`src/rtl/rvfi_lockstep_cmp_if.sv`:
```
// RVFI retirement bundle for the lockstep comparator: core (dut_*) and reference (ref_*) sides.
// The harness drives through master; the comparator samples through slave.
interface rvfi_lockstep_cmp_if #(
  parameter int unsigned XLEN = 32
);
  logic            dut_valid;
  logic [63:0]     dut_order;
  logic [XLEN-1:0] dut_pc;
  logic [31:0]     dut_insn;
  logic [4:0]      dut_rd_addr;
  logic [XLEN-1:0] dut_rd_wdata;
  logic            dut_trap;

  logic            ref_valid;
  logic [63:0]     ref_order;
  logic [XLEN-1:0] ref_pc;
  logic [31:0]     ref_insn;
  logic [4:0]      ref_rd_addr;
  logic [XLEN-1:0] ref_rd_wdata;
  logic            ref_trap;

  modport master (
    output dut_valid, dut_order, dut_pc, dut_insn, dut_rd_addr, dut_rd_wdata, dut_trap,
    output ref_valid, ref_order, ref_pc, ref_insn, ref_rd_addr, ref_rd_wdata, ref_trap
  );

  modport slave (
    input dut_valid, dut_order, dut_pc, dut_insn, dut_rd_addr, dut_rd_wdata, dut_trap,
    input ref_valid, ref_order, ref_pc, ref_insn, ref_rd_addr, ref_rd_wdata, ref_trap
  );
endinterface

```
`src/rtl/rvfi_lockstep_cmp.sv`:
```
// Lockstep comparator: FIFOs core retirements, compares each against the reference retirement.
// Define LOCKSTEP_CMP_TIMEOUT_EN to build the reference-stall timeout (counter + IDLE/WAIT/STALLED FSM).
module rvfi_lockstep_cmp #(
  parameter int unsigned XLEN    = 32,
  parameter int unsigned DEPTH   = 8,
  parameter int unsigned TIMEOUT = 1024
) (
  input  logic                       clk,
  input  logic                       reset_n,
  rvfi_lockstep_cmp_if.slave         rvfi,
  output logic                       mismatch,
  output logic [5:0]                 mismatch_field,
  output logic [63:0]                mismatch_order,
  output logic                       overflow,
  output logic                       underflow,
  output logic                       timeout,
  output logic                       error,
  output logic [31:0]                match_count,
  output logic [$clog2(DEPTH+1)-1:0] pending
);
  localparam int unsigned PW = $clog2(DEPTH);
  localparam int unsigned CW = $clog2(DEPTH+1);

  typedef struct packed {
    logic [63:0]     order;
    logic [XLEN-1:0] pc;
    logic [31:0]     insn;
    logic [4:0]      rd_addr;
    logic [XLEN-1:0] rd_wdata;
    logic            trap;
  } entry_t;

  entry_t        mem [DEPTH];
  entry_t        dut_e, cmp_e;
  logic [PW-1:0] wptr, rptr;
  logic [CW-1:0] pending_d;
  logic          empty, full, bypass, push, pop, cmp_en, cmp_bad;
  logic          overflow_set, underflow_set, timeout_set;
  logic [5:0]    diff;

  assign dut_e = '{order: rvfi.dut_order, pc: rvfi.dut_pc, insn: rvfi.dut_insn,
                   rd_addr: rvfi.dut_rd_addr, rd_wdata: rvfi.dut_rd_wdata, trap: rvfi.dut_trap};

  assign empty  = (pending == '0);
  assign full   = (pending == CW'(DEPTH));
  assign bypass = rvfi.dut_valid && rvfi.ref_valid && empty;
  // At full, a simultaneous pop frees the slot being overwritten; the read sees the old entry.
  assign push   = rvfi.dut_valid && !bypass && (!full || rvfi.ref_valid);
  assign pop    = rvfi.ref_valid && !empty;
  assign cmp_en = bypass || pop;

  assign overflow_set  = rvfi.dut_valid && full && !rvfi.ref_valid;
  assign underflow_set = rvfi.ref_valid && empty && !rvfi.dut_valid;

  always_comb begin
    cmp_e   = bypass ? dut_e : mem[rptr];
    diff    = '0;
    diff[0] = (cmp_e.order   != rvfi.ref_order);
    diff[1] = (cmp_e.pc      != rvfi.ref_pc);
    diff[2] = (cmp_e.insn    != rvfi.ref_insn);
    diff[3] = (cmp_e.rd_addr != rvfi.ref_rd_addr);
    diff[4] = (cmp_e.rd_addr != 5'd0) && (cmp_e.rd_wdata != rvfi.ref_rd_wdata);
    diff[5] = (cmp_e.trap    != rvfi.ref_trap);
    cmp_bad = cmp_en && (diff != '0);
  end

  always_comb begin
    pending_d = pending;
    case ({push, pop})
      2'b10:   pending_d = pending + 1'b1;
      2'b01:   pending_d = pending - 1'b1;
      default: pending_d = pending;
    endcase
  end

  always_ff @(posedge clk) begin
    if (push) mem[wptr] <= dut_e;
  end

`ifdef LOCKSTEP_CMP_TIMEOUT_EN
  localparam int unsigned TW = $clog2(TIMEOUT+1);

  typedef enum logic [1:0] {IDLE, WAIT, STALLED} state_t;
  state_t        state_q, state_d;
  logic [TW-1:0] stall_q, stall_d;

  always_ff @(posedge clk or negedge reset_n) begin
    if (!reset_n) begin
      state_q <= IDLE;
      stall_q <= '0;
    end else begin
      state_q <= state_d;
      stall_q <= stall_d;
    end
  end

  always_comb begin
    stall_d = stall_q;
    if (rvfi.ref_valid || empty)       stall_d = '0;
    else if (stall_q != TW'(TIMEOUT))  stall_d = stall_q + 1'b1;
    state_d = state_q;
    case (state_q)
      IDLE:    if (push) state_d = WAIT;
      WAIT:    if (pending_d == '0) state_d = IDLE;
               else if (stall_d == TW'(TIMEOUT)) state_d = STALLED;
      STALLED: state_d = STALLED;
      default: state_d = IDLE;
    endcase
    timeout_set = (state_d == STALLED);
  end
`else
  localparam int unsigned unused_timeout = TIMEOUT;
  assign timeout_set = 1'b0;
`endif

  always_ff @(posedge clk or negedge reset_n) begin
    if (!reset_n) begin
      wptr           <= '0;
      rptr           <= '0;
      pending        <= '0;
      mismatch       <= 1'b0;
      mismatch_field <= '0;
      mismatch_order <= '0;
      overflow       <= 1'b0;
      underflow      <= 1'b0;
      timeout        <= 1'b0;
      error          <= 1'b0;
      match_count    <= '0;
    end else begin
      if (push) wptr <= wptr + 1'b1;
      if (pop)  rptr <= rptr + 1'b1;
      pending   <= pending_d;
      mismatch  <= cmp_bad;
      overflow  <= overflow  | overflow_set;
      underflow <= underflow | underflow_set;
      timeout   <= timeout   | timeout_set;
      error     <= error | cmp_bad | overflow_set | underflow_set | timeout_set;
      if (cmp_en) begin
        mismatch_field <= diff;
        if (cmp_bad) mismatch_order <= cmp_e.order;
        else if (match_count != '1) match_count <= match_count + 1'b1;
      end
    end
  end
endmodule

```
`src/flat_wrapper.sv`:
```
// flat-port wrapper written by rule: the top's interface ports become plain ports
module rvfi_lockstep_cmp_flat 
#(
  parameter int unsigned XLEN    = 32,
  parameter int unsigned DEPTH   = 8,
  parameter int unsigned TIMEOUT = 1024
)
  (clk, reset_n, mismatch, mismatch_field, mismatch_order, overflow, underflow, timeout, error, match_count, pending, rvfi_dut_valid, rvfi_dut_order, rvfi_dut_pc, rvfi_dut_insn, rvfi_dut_rd_addr, rvfi_dut_rd_wdata, rvfi_dut_trap, rvfi_ref_valid, rvfi_ref_order, rvfi_ref_pc, rvfi_ref_insn, rvfi_ref_rd_addr, rvfi_ref_rd_wdata, rvfi_ref_trap);
  rvfi_lockstep_cmp_if #(.XLEN(XLEN)) rvfi_i ();
  input  logic clk;
  input  logic reset_n;
  output logic mismatch;
  output logic [5:0] mismatch_field;
  output logic [63:0] mismatch_order;
  output logic overflow;
  output logic underflow;
  output logic timeout;
  output logic error;
  output logic [31:0] match_count;
  output logic [$clog2(DEPTH+1)-1:0] pending;
  input wire logic [$bits(rvfi_i.dut_valid)-1:0] rvfi_dut_valid;
  input wire logic [$bits(rvfi_i.dut_order)-1:0] rvfi_dut_order;
  input wire logic [$bits(rvfi_i.dut_pc)-1:0] rvfi_dut_pc;
  input wire logic [$bits(rvfi_i.dut_insn)-1:0] rvfi_dut_insn;
  input wire logic [$bits(rvfi_i.dut_rd_addr)-1:0] rvfi_dut_rd_addr;
  input wire logic [$bits(rvfi_i.dut_rd_wdata)-1:0] rvfi_dut_rd_wdata;
  input wire logic [$bits(rvfi_i.dut_trap)-1:0] rvfi_dut_trap;
  input wire logic [$bits(rvfi_i.ref_valid)-1:0] rvfi_ref_valid;
  input wire logic [$bits(rvfi_i.ref_order)-1:0] rvfi_ref_order;
  input wire logic [$bits(rvfi_i.ref_pc)-1:0] rvfi_ref_pc;
  input wire logic [$bits(rvfi_i.ref_insn)-1:0] rvfi_ref_insn;
  input wire logic [$bits(rvfi_i.ref_rd_addr)-1:0] rvfi_ref_rd_addr;
  input wire logic [$bits(rvfi_i.ref_rd_wdata)-1:0] rvfi_ref_rd_wdata;
  input wire logic [$bits(rvfi_i.ref_trap)-1:0] rvfi_ref_trap;
  assign rvfi_i.dut_valid = rvfi_dut_valid;
  assign rvfi_i.dut_order = rvfi_dut_order;
  assign rvfi_i.dut_pc = rvfi_dut_pc;
  assign rvfi_i.dut_insn = rvfi_dut_insn;
  assign rvfi_i.dut_rd_addr = rvfi_dut_rd_addr;
  assign rvfi_i.dut_rd_wdata = rvfi_dut_rd_wdata;
  assign rvfi_i.dut_trap = rvfi_dut_trap;
  assign rvfi_i.ref_valid = rvfi_ref_valid;
  assign rvfi_i.ref_order = rvfi_ref_order;
  assign rvfi_i.ref_pc = rvfi_ref_pc;
  assign rvfi_i.ref_insn = rvfi_ref_insn;
  assign rvfi_i.ref_rd_addr = rvfi_ref_rd_addr;
  assign rvfi_i.ref_rd_wdata = rvfi_ref_rd_wdata;
  assign rvfi_i.ref_trap = rvfi_ref_trap;
  rvfi_lockstep_cmp #(.XLEN(XLEN), .DEPTH(DEPTH), .TIMEOUT(TIMEOUT)) u_core (.clk(clk), .reset_n(reset_n), .rvfi(rvfi_i), .mismatch(mismatch), .mismatch_field(mismatch_field), .mismatch_order(mismatch_order), .overflow(overflow), .underflow(underflow), .timeout(timeout), .error(error), .match_count(match_count), .pending(pending));
endmodule
```
`config.mk`:
```
export PLATFORM = sky130hd
export DESIGN_NAME = rvfi_lockstep_cmp_flat
export DESIGN_NICKNAME = d
export VERILOG_FILES = /design/src/rtl/rvfi_lockstep_cmp_if.sv /design/src/rtl/rvfi_lockstep_cmp.sv /design/src/flat_wrapper.sv
export SDC_FILE = /design/constraint.sdc
export NUM_CORES = 2
export LEC_CHECK = 0
export CELL_PAD_IN_SITES_DETAIL_PLACEMENT = 0
export CELL_PAD_IN_SITES_GLOBAL_PLACEMENT = 1
export CORE_MARGIN = 10
export CORE_UTILIZATION = 30
export DETAILED_ROUTE_END_ITERATION = 10
export HOLD_SLACK_MARGIN = 0.05
export MAX_ROUTING_LAYER = met4
export PLACE_DENSITY = 0.62
export SLEW_MARGIN = 20
export SYNTH_ARGS = -nofsm -noshare
export SYNTH_HDL_FRONTEND = slang
export SYNTH_SLANG_ARGS = --single-unit
export TNS_END_PERCENT = 1
```
`constraint.sdc`:
```
create_clock -name clk -period 13.9 [get_ports clk]
set_input_delay 3.475 -clock clk [delete_from_list [all_inputs] [get_ports clk]]
set_output_delay 3.475 -clock clk [all_outputs]
set_load 0.03 [all_outputs]
```
==> results.toml <==
[logic_synthesis]
postSynthCellCount = 3264
ys_seq_area_share_pct = 71.6
muxShareOfSynthArea_pct = 14.4
syn_area_mm2 = 0.0598
yosysWarnings = 0
synth-xor-area-share_pct = 5.00
synth-simple-area-share_pct = 3.26
synth.distinct_cells = 67
synth_top_family_by_area = "multiplexers"
synth_edf_count = 1328
syn_nets = 3607
ys_ff_latch = 1444
synth_compound_area_share_pct = 3.54
synth.avg_cell_area_um2 = 18.3
synth-main-ff-cell = "edfxtp_1"
ys_async_sr_fraction_pct = 8.03
yosys.area_share.adder_pct = 0.159

[setup_path]
crit_required_ns = 14.57
path_delay_family = "simple AND/OR/NAND/NOR gates"
crit_path_end_kind = "flop"
worst-path-max-fanout = 65
reg2reg_to = "u_core.mismatch_order[8]$_DFFE_PN0P_"
slowest_delay_ns = 0.91
worst-path-buf-inv = 3
r2r_cells = 15
critPathSlowestCell = "or2_4"
reg2reg_from = "u_core.rptr[2]$_DFFE_PN0P_"
startpoint_type = "input pin"
path_cells = "clkdlybuf4s50_1 > nand2_1 > nor3_2 > buf_4 > nand4_1 > nor4_1 > nand2_1 > o211ai_1 > a31oi_1 > a31oi_1 > and3b_1 > buf_4 > or2_4 > mux2_2"
critical_path_class = "input pin to flop"
worst_ep_arrival_time_ns = 9.07
crit_cells = 14
r2r_slack_ns = 6.25

[min_path]
holdCritStartpoint = "u_core.underflow$_DFF_PN0_"
hp-class = "flop to flop"
whs_path_depth = 1
whs_endpoint = "u_core.underflow$_DFF_PN0_"

[cts]
clk_pin_slew_ns = 0.06
cts_buffer_depth = 3
clk_latency_ns = 0.81
cts_made_buffers = 163
cts_tree = "yes"
htreeDepth = 4
cts_resized = 0
cts_root_buf = "clkbuf_16"
cts_hold_buf = 0
cts_sinks = 1444
cts_setup_buffers = 0

[placement]
globalplace.congestion = 0.831
io_buffers = 445
place_hpwl_um = 124000

[floorplan]
die_w_um = 466
ios = 447
start_util_pct = 30.2
core_area_mm2 = 0.198
die_h_um = 466
rows = 163
floorplan.die_area_mm2 = 0.217

[sta]
rsz0062_at_grt = "no"
fmax_mhz = 119
setup_tns_ns = 0
fin_skew_ns = 0.0489
relSlewSlack_pct = 17.0
layout_min_cycle_time_ns = 8.40
finalHoldViolCount = 0
slew_viol_final = 0
min_period_over_period_pct = 60.4
tightest_slew_ns = 1.23
setup_viol = 0

[detailed_routing]
dr.pass1.iters = 7
drc_errors = 0
wl_per_cell_um = 28.5
ant_nets = 0
routed_via_density = 4.92
wl_um = 188000
first_iter_violations = 2859
vias = 32500

[pwr]
power_density_mw_per_mm2 = 205
ir_worst_vdd_mv = 0.112
power_leakage_uw = 0.0240
finalPower_uw = 14800

[grt]
antenna_found_initial = 78
overflow = 0
grt_max_degree = 113
grt_pass1_wl_um = 260000
track_usage_pct = 17.2
grt_pass1_vias = 32700

[finish]
final_net_count = 4130
drive_gt1_share_pct = 15.6
area_delta_synth_final_pct = 21.1

[job]
max-cap-violations = 0

[run_status]
outcome = "finished, final reports clean"
report_power, final:
group | switching, uW | internal, uW
registers | 261 | 5480
clock network | 1760 | 2410
logic | 2960 | 1970
synthesized netlist by cell type, drive strengths merged (5+ instances only):
cell type | number | share of area [%]
a211oi | 8 | 0.11
a21o | 8 | 0.10
a21oi | 27 | 0.23
a221oi | 27 | 0.40
a22o | 9 | 0.13
a22oi | 74 | 0.93
a31oi | 5 | 0.052
and2 | 8 | 0.084
and3 | 14 | 0.15
buf | 124 | 1.7
clkbuf | 35 | 0.23
dfrtp | 116 | 4.9
edfxtp | 1328 | 67
ha | 6 | 0.13
inv | 14 | 0.088
mux2 | 82 | 1.7
mux2i | 314 | 5.3
mux4 | 197 | 7.4
nand2 | 116 | 0.73
nand2b | 15 | 0.16
nand3 | 29 | 0.24
nand4 | 55 | 0.58
nor2 | 63 | 0.40
nor2b | 10 | 0.10
nor3 | 18 | 0.15
nor4 | 44 | 0.46
o21ai | 104 | 0.87
o22ai | 25 | 0.26
xnor2 | 186 | 2.7
xor2 | 155 | 2.3
cells by family after synthesis:
family	count (synthesis)
AO/OA/AOI/OAI	317
other	1
multiplexers	593
flip-flops	1444
buffers and inverters	174
XOR/XNOR	341
adder cells (fa/ha/maj)	7
AND/OR/NAND/NOR	387
through the flow:
step / hold slack [ns] / std cells / util (%) / instance area (um^2) / worst slack (ns)
3_3_place_gp: 0.438 / 6262 / 33.9 / 67100 / 4.50
3_5_place_dp: 0.447 / 6262 / 33.9 / 67100 / 4.47
5_1_grt: 0.486 / 6594 / 36.6 / 72400 / 5.22
6_report: 0.453 / 6600 / 36.6 / 72400 / 5.50
2_1_floorplan: 0.490 / 3264 / - / 59800 / -2.14
4_1_cts: 0.458 / 6559 / 36.5 / 72300 / 5.34
layer usage:
layer	wire length (um)	share of wire, %	global-route usage, %
met1	83100	44	22.7
met2	88500	47	26.9
met3	11800	6.3	3.95
met4	4740	2.5	4.41
met5	0	0	-
worst max-delay path by stage:
stage	start	end	slack, ns
finish	rvfi_ref_valid	u_core.mismatch_order[8]$_DFFE_PN0P_	5.50
detailed placement	rvfi_dut_rd_wdata[15]	u_core.mismatch_order[3]$_DFFE_PN0P_	4.47
floorplan	rvfi_ref_valid	u_core.mem[1][0]$_DFFE_PP_	-2.14
global route	rvfi_ref_valid	u_core.mismatch_order[8]$_DFFE_PN0P_	5.22
CTS	rvfi_dut_rd_wdata[15]	u_core.mismatch_order[8]$_DFFE_PN0P_	5.34
global placement	rvfi_dut_rd_wdata[15]	u_core.mismatch_order[3]$_DFFE_PN0P_	4.50
flip-flops by register name, summed over array words and instances (netlist names):
name	flops
u_core.mismatch	1
u_core.error	1
u_core.overflow	1
u_core.wptr	3
u_core.rptr	3
u_core.underflow	1
u_core.mem	1328
u_core.mismatch_field	6
u_core.match_count	32
u_core.mismatch_order	64
u_core.pending	4
cell usage in the layout, fill, tap and decap left out, drive strengths merged, types with 74 or more instances in the layout:
| cell type | instances |
|---|---|
| mux4 | 197 |
| clkdlybuf4s50 | 444 |
| xnor2 | 186 |
| xor2 | 155 |
| nand2 | 116 |
| clkbuf | 207 |
| mux2 | 82 |
| edfxtp | 1328 |
| o21ai | 104 |
| dfrtp | 116 |
| mux2i | 314 |
| a22oi | 74 |
area by class of cell:
| type | count | area, um^2 |
|---|---|---|
| clock buffers | 207 | 4350 |
| diodes | 41 | 103 |
| multi-input cells | 1646 | 15900 |
| clock inverters | 90 | 836 |
| inverters | 15 | 56.3 |
| fillers | 18400 | 125000 |
| flip-flops and latches | 1444 | 42800 |
| well taps | 2640 | 3300 |
| repair buffers | 517 | 5060 |
(Power assumes the default switching activity.)
